$ cat src/rtl/serial_rx_pkg.sv
// -----------------------------------------------------------------------------
// serial_rx_pkg
//   Shared types and constants for the serial frame receiver.
//   - rx_state_e : receiver FSM state encoding (3-bit, fixed values so the
//                  encoding stays stable across tools and legacy dumps)
//   - PAR_*      : values for the PARITY_MODE parameter
//   - parity_bad : parity check over the XOR of the data bits plus the
//                  received parity bit
// -----------------------------------------------------------------------------
package serial_rx_pkg;

  typedef enum logic [2:0] {
    IDLE      = 3'd0,
    DATA      = 3'd1,
    PARITY    = 3'd2,
    STOP      = 3'd3,
    WAIT_IDLE = 3'd4
  } rx_state_e;

  localparam int PAR_NONE = 0;
  localparam int PAR_EVEN = 1;
  localparam int PAR_ODD  = 2;

  // data_xor is the reduction XOR of the received data bits. Even parity
  // wants an even number of ones across data+parity, odd wants an odd number.
  function automatic logic parity_bad(input int mode, input logic data_xor,
                                      input logic par_bit);
    logic ones_odd;
    ones_odd = data_xor ^ par_bit;
    if (mode == PAR_EVEN) begin
      return ones_odd;
    end else if (mode == PAR_ODD) begin
      return ~ones_odd;
    end
    return 1'b0;
  endfunction

endpackage

$ cat src/rtl/serial_rx_hold.sv
// -----------------------------------------------------------------------------
// serial_rx_hold
//   One-entry valid/ready holding register for received words.
//   Ports:
//     clk, reset  : clock, synchronous active-high reset
//     in_valid    : 1-cycle strobe, a good word has just completed
//     in_data     : the completed word
//     out_data    : held word, stable while out_valid & !out_ready
//     out_valid   : holding register full
//     out_ready   : consumer accepts (transfer = out_valid & out_ready)
//     overrun     : 1-cycle pulse, a completed word was dropped because the
//                   register was full and not being drained in that cycle
// -----------------------------------------------------------------------------
module serial_rx_hold #(
  parameter int DATA_W = 8
) (
  input  logic              clk,
  input  logic              reset,
  input  logic              in_valid,
  input  logic [DATA_W-1:0] in_data,
  output logic [DATA_W-1:0] out_data,
  output logic              out_valid,
  input  logic              out_ready,
  output logic              overrun
);

  logic [DATA_W-1:0] data_reg, data_next;
  logic              valid_reg, valid_next;
  logic              overrun_reg, overrun_next;

  always_comb begin
    data_next    = data_reg;
    valid_next   = valid_reg;
    overrun_next = 1'b0;
    if (in_valid) begin
      if (valid_reg && !out_ready) begin
        // Keep the unread word; the newcomer is lost.
        overrun_next = 1'b1;
      end else begin
        // Empty, or the old word leaves in this same cycle: load and stay full.
        data_next  = in_data;
        valid_next = 1'b1;
      end
    end else if (valid_reg && out_ready) begin
      valid_next = 1'b0;
    end
  end

  always_ff @(posedge clk) begin
    if (reset) begin
      data_reg    <= '0;
      valid_reg   <= 1'b0;
      overrun_reg <= 1'b0;
    end else begin
      data_reg    <= data_next;
      valid_reg   <= valid_next;
      overrun_reg <= overrun_next;
    end
  end

  assign out_data  = data_reg;
  assign out_valid = valid_reg;
  assign overrun   = overrun_reg;

endmodule

$ cat src/rtl/serial_frame_rx.sv
// -----------------------------------------------------------------------------
// serial_frame_rx
//   Serial frame receiver, one line sample per clk (no oversampling).
//   Frame: start(0), DATA_W data bits LSB first, optional parity bit,
//   STOP_BITS stop(1) bits. Good words go out through serial_rx_hold.
//   Parameters:
//     DATA_W      data bits per frame (5..16)
//     PARITY_MODE PAR_NONE / PAR_EVEN / PAR_ODD
//     STOP_BITS   stop bits checked (1..2)
//     ERR_CNT_W   width of err_count
//   Ports:
//     clk, reset  : clock, synchronous active-high reset
//     din         : serial line, idle high
//     out_data    : received word, valid while out_valid
//     out_valid   : holding register full
//     out_ready   : consumer accepts
//     frame_err   : 1-cycle pulse, a stop bit was sampled 0
//     parity_err  : 1-cycle pulse, parity mismatch with good stop bits
//     overrun     : 1-cycle pulse, good word lost (holding register full)
//     err_count   : saturating error count, only when the macro
//                   SERIAL_RX_ERR_CNT_EN is defined
// -----------------------------------------------------------------------------
module serial_frame_rx
  import serial_rx_pkg::*;
#(
  parameter int DATA_W      = 8,
  parameter int PARITY_MODE = 0,
  parameter int STOP_BITS   = 1,
  parameter int ERR_CNT_W   = 8
) (
  input  logic                 clk,
  input  logic                 reset,
  input  logic                 din,
  output logic [DATA_W-1:0]    out_data,
  output logic                 out_valid,
  input  logic                 out_ready,
  output logic                 frame_err,
  output logic                 parity_err,
  output logic                 overrun
`ifdef SERIAL_RX_ERR_CNT_EN
  ,
  output logic [ERR_CNT_W-1:0] err_count
`endif
);

  localparam int CNT_W = $clog2(DATA_W);

  // Range guard: an illegal configuration elaborates this empty scope, which
  // makes it easy to spot in the hierarchy.
  localparam bit CFG_OK = (DATA_W >= 5) && (DATA_W <= 16) &&
                          (STOP_BITS >= 1) && (STOP_BITS <= 2) &&
                          (PARITY_MODE >= PAR_NONE) && (PARITY_MODE <= PAR_ODD) &&
                          (ERR_CNT_W >= 1);
  if (!CFG_OK) begin : g_cfg_illegal
  end

  rx_state_e         state_reg, state_next;
  logic [CNT_W-1:0]  bit_cnt_reg, bit_cnt_next;
  logic [DATA_W-1:0] shift_reg, shift_next;
  logic              par_bad_reg, par_bad_next;
  logic              stop_cnt_reg, stop_cnt_next;
  logic              frame_err_reg, frame_err_next;
  logic              parity_err_reg, parity_err_next;
  logic              deliver;
  logic              stop_last;

  // With one stop bit the counter never leaves 0, so this is always true.
  assign stop_last = (stop_cnt_reg == 1'(STOP_BITS - 1));

  always_comb begin
    state_next      = state_reg;
    bit_cnt_next    = bit_cnt_reg;
    shift_next      = shift_reg;
    par_bad_next    = par_bad_reg;
    stop_cnt_next   = stop_cnt_reg;
    frame_err_next  = 1'b0;
    parity_err_next = 1'b0;
    deliver         = 1'b0;

    case (state_reg)
      IDLE: begin
        if (!din) begin
          state_next    = DATA;
          bit_cnt_next  = '0;
          par_bad_next  = 1'b0;
          stop_cnt_next = 1'b0;
        end
      end

      DATA: begin
        // Shifting in from the top leaves the first (LSB) bit at bit 0
        // once all DATA_W samples are in.
        shift_next   = {din, shift_reg[DATA_W-1:1]};
        bit_cnt_next = bit_cnt_reg + 1'b1;
        if (bit_cnt_reg == CNT_W'(DATA_W - 1)) begin
          state_next = (PARITY_MODE != PAR_NONE) ? PARITY : STOP;
        end
      end

      PARITY: begin
        par_bad_next = parity_bad(PARITY_MODE, ^shift_reg, din);
        state_next   = STOP;
      end

      STOP: begin
        if (!din) begin
          // Framing error wins over any pending parity error.
          frame_err_next = 1'b1;
          state_next     = WAIT_IDLE;
        end else if (!stop_last) begin
          stop_cnt_next = stop_cnt_reg + 1'b1;
        end else begin
          if (par_bad_reg) begin
            parity_err_next = 1'b1;
          end else begin
            deliver = 1'b1;
          end
          // Straight to IDLE so a start bit in the very next cycle is taken.
          state_next = IDLE;
        end
      end

      WAIT_IDLE: begin
        // A low line after a framing error is not a start bit.
        if (din) begin
          state_next = IDLE;
        end
      end

      default: begin
        state_next = IDLE;
      end
    endcase
  end

  always_ff @(posedge clk) begin
    if (reset) begin
      state_reg      <= IDLE;
      bit_cnt_reg    <= '0;
      shift_reg      <= '0;
      par_bad_reg    <= 1'b0;
      stop_cnt_reg   <= 1'b0;
      frame_err_reg  <= 1'b0;
      parity_err_reg <= 1'b0;
    end else begin
      state_reg      <= state_next;
      bit_cnt_reg    <= bit_cnt_next;
      shift_reg      <= shift_next;
      par_bad_reg    <= par_bad_next;
      stop_cnt_reg   <= stop_cnt_next;
      frame_err_reg  <= frame_err_next;
      parity_err_reg <= parity_err_next;
    end
  end

  serial_rx_hold #(
    .DATA_W(DATA_W)
  ) u_hold (
    .clk      (clk),
    .reset    (reset),
    .in_valid (deliver),
    .in_data  (shift_reg),
    .out_data (out_data),
    .out_valid(out_valid),
    .out_ready(out_ready),
    .overrun  (overrun)
  );

  assign frame_err  = frame_err_reg;
  assign parity_err = parity_err_reg;

`ifdef SERIAL_RX_ERR_CNT_EN
  // Counts the registered pulses, so the count moves one cycle after a pulse.
  logic [ERR_CNT_W-1:0] err_count_reg;

  always_ff @(posedge clk) begin
    if (reset) begin
      err_count_reg <= '0;
    end else if ((frame_err_reg || parity_err_reg || overrun) &&
                 (err_count_reg != '1)) begin
      err_count_reg <= err_count_reg + 1'b1;
    end
  end

  assign err_count = err_count_reg;
`endif

endmodule
$ cat config.mk
export PLATFORM = sky130hd
export DESIGN_NAME = serial_frame_rx
export DESIGN_NICKNAME = d
export VERILOG_FILES = /design/src/rtl/serial_rx_pkg.sv /design/src/rtl/serial_rx_hold.sv /design/src/rtl/serial_frame_rx.sv
export SDC_FILE = /design/constraint.sdc
export NUM_CORES = 1
export LEC_CHECK = 0
export BUFFER_PORTS_ARGS = -buffer_cell sky130_fd_sc_hd__buf_2
export CAP_MARGIN = 40
export CORE_MARGIN = 2
export CORE_UTILIZATION = 57
export CTS_BUF_LIST = sky130_fd_sc_hd__clkbuf_4 sky130_fd_sc_hd__clkbuf_8
export DETAILED_ROUTE_END_ITERATION = 10
export GPL_TIMING_DRIVEN = 0
export PLACE_DENSITY = 0.8
export SYNTH_ARGS = -nofsm -noshare
export SYNTH_HDL_FRONTEND = slang
export SYNTH_SLANG_ARGS = --single-unit
$ cat constraint.sdc
create_clock -name clk -period 1.4 [get_ports clk]
set_input_delay 0.28 -clock clk [delete_from_list [all_inputs] [get_ports clk]]
set_output_delay 0.28 -clock clk [all_outputs]
set_load 0.01 [all_outputs]
==> run metrics <==
Die Width=46.5 um; y dimension of the die=46.5 um; cell types with the largest area share after synthesis=dfxtp_1, mux2i_1, nand2b_1, nor2_1, ha_1; die area=0.00216 mm2; most used standard cells in the synthesized netlist=dfxtp_1, nand2b_1, mux2i_1; cell accounting for the most synthesized area=dfxtp_1; Rows=15; ratio of final minimum period to clock period=92.5%; clock period minus final worst setup slack=1290 ps; cell family with most CP delay=simple AND/OR/NAND/NOR gates; wire length of the first global-routing pass=2660 um; number of flops mapped to enable cells by yosys=0; final weighted congestion in routability-driven placement=0.735; post-route antenna net violation count=0; number of buffer and inverter instances along the worst setup path=1; Worst IR Drop VDD=746 uV; worst-path cell chain=nand4b_1 -> nor2b_1 -> buf_6 -> mux2i_1; setup repair after global routing missed its margin=true; routed length per instance=11.5 um; most common flop cell mapped by yosys=dfxtp_1; Initial Utilization=60.2%; count of distinct cell types in the synthesized netlist=23; maximum buffer depth of the clock tree=2; setup skew after layout=3.18 ps; Filler cells=138; path type of the worst min-delay path=in2reg; Synth Net Count=108; vias after detailed routing=713; cell chosen for the clock root=clkbuf_4; CP endpoint kind=flip-flop; CTS Buf Count=3; first-pass iteration count of the detailed router=4; DRC violation total after the first TritonRoute iteration=7; net count of the finished layout=128; crit-path max FO=8; standard cell area after detailed placement=0.00113 mm2; total of max-cap violations=0; Clock Latency Late Sink=320 ps; pin count of the biggest net entering global routing=14; crit path launch type=flip-flop; placed cells=141; gr ovfl total=0; number of placed I/O pins=16; estimated wirelength of the detail-placed design=1220 um; Slew Limit Fails=0; synthesized area divided by synthesized cell count=10.1 um2; placeable core area=0.00171 mm2; number of buffers inserted for hold repair after clock tree synthesis=0; result of the run=completed; share of async-settable or async-resettable flops after synthesis=0%; upper clock frequency limit=0.772 GHz; data required time of the critical path=1660 ps; flip-flop and latch count after synthesis=25; Clock H-tree levels=1; drt drc=0; number of cells in the finished layout apart from fillers=146; leakage component of the power=0.472 nW; class of the most critical setup path=reg2reg; cell with the biggest individual delay on the critical path=dfxtp_1; TritonCTS clock tree=built; Clock transition at path regs=120 ps; Via density=4.88; count of endpoints failing hold in the final timing report=0; most frequent cell after synthesis=dfxtp_1; final routed wirelength across all metal layers=1670 um; setup violators final=0; growth of design area from synthesis to finish=13.9%; TritonCTS sink count=25; number of global-route vias before repair=637; fraction of synthesized cell area taken by the top area cell type=48.7%; fraction of layout instances using a drive strength above 1=22.3%; antenna violations before repair=0; combined area of all synthesized cells=0.00103 mm2; highest cell delay on the worst timing path=410 ps; number of instances in the synthesized netlist=102; diode insertion count for antenna repair=0; port buffer count=14; power density cells=963 mW/mm2; Worst Path Arrival=1550 ps; Design Area, Final=0.00117 mm2; Synthesis Warnings=0; Total Routing Usage GR=18.2%; fraction of the yosys area taken by sequential cells=48.7%
-- per-layer routing --
metal  wire (um)  vias up  track usage, %
met1         780      322            20.3
met2         780       11            29.4
met4          51        0            13.7
met3          61        4            4.71
met5           0        -               0
li1            -      376               -
-- worst paths after layout --
kind	start	to	slack, ps	depth (start not counted)
worst max-delay path	state_reg[2]	u_hold.out_data[5]	110	4
worst min-delay path	din	state_reg[2]	170	2
worst max register to register	state_reg[2]	u_hold.out_data[5]	110	4
worst min register to register	u_hold.out_data[4]	u_hold.out_data[4]	480	2
-- final cells by class --
| class | count | area [um2] | area share, % |
|---|---|---|---|
| Buffer | 7 | 47.5 | 4.06 |
| Clock buffer | 4 | 30.0 | 2.56 |
| Multi-Input combinational cell | 70 | 484 | 41.3 |
| Tap cell | 25 | 31.3 | 2.67 |
| Sequential cell | 25 | 500 | 42.7 |
| Timing Repair Buffer | 15 | 77.6 | 6.62 |
-- metrics by stage --
stage | hold WS [ps] | total power, W | util [%] | setup WS (ps) | TNS (ps)
2_1_floorplan | 357 | 0.000793 | - | 247 | 0
3_3_place_gp | 454 | 0.000808 | 66.2 | 168 | 0
3_5_place_dp | 457 | 0.000811 | 66.2 | 105 | 0
4_1_cts | 166 | 0.00114 | 67.9 | 84.3 | 0
5_1_grt | 162 | 0.00117 | 68.6 | -47.6 | -172
6_report | 174 | 0.00113 | 68.6 | 105 | 0
-- timing repair --
action / in CTS / in global routing
gates resized for setup: 0 / 2
endpoints found under the setup margin: 0 / 7
setup buffers: 0 / 1
-- cells in the final DEF, fill, tap and decap left out --
master / n
buf_4: 2
clkbuf_4: 4
or2_2: 1
o21ai_0: 3
a21oi_1: 4
dfxtp_1: 25
nand4b_1: 1
o22a_1: 1
mux2_2: 1
mux2i_1: 16
nor3b_2: 1
nor3_1: 3
nand2_1: 4
ha_1: 2
nand2b_1: 19
buf_2: 16
a2111oi_0: 1
nor2b_1: 3
nor2_1: 8
buf_6: 2
conb_1: 1
clkbuf_1: 2
nor4_1: 1
-- cells by family after synthesis --
logic type	count (synthesis)	share of synthesized area [%]
multiplexers	17	16.7
flip-flops	25	48.7
buffers and inverters	7	4.26
AND/OR/NAND/NOR	41	22.5
other	1	0.365
adder cells (fa/ha/maj)	2	2.43
AO/OA/AOI/OAI	9	5.11
-- report_power, final --
part | total [W] | internal, W | switching, W | leakage, nW
logic | 0.0000675 | 0.0000337 | 0.0000337 | 0.252
registers | 0.000727 | 0.000719 | 0.00000741 | 0.202
clock network | 0.000333 | 0.000131 | 0.000202 | 0.0184
total | 0.00113 | 0.000884 | 0.000243 | 0.472
No activity file was read; power rests on OpenSTA's default activity.
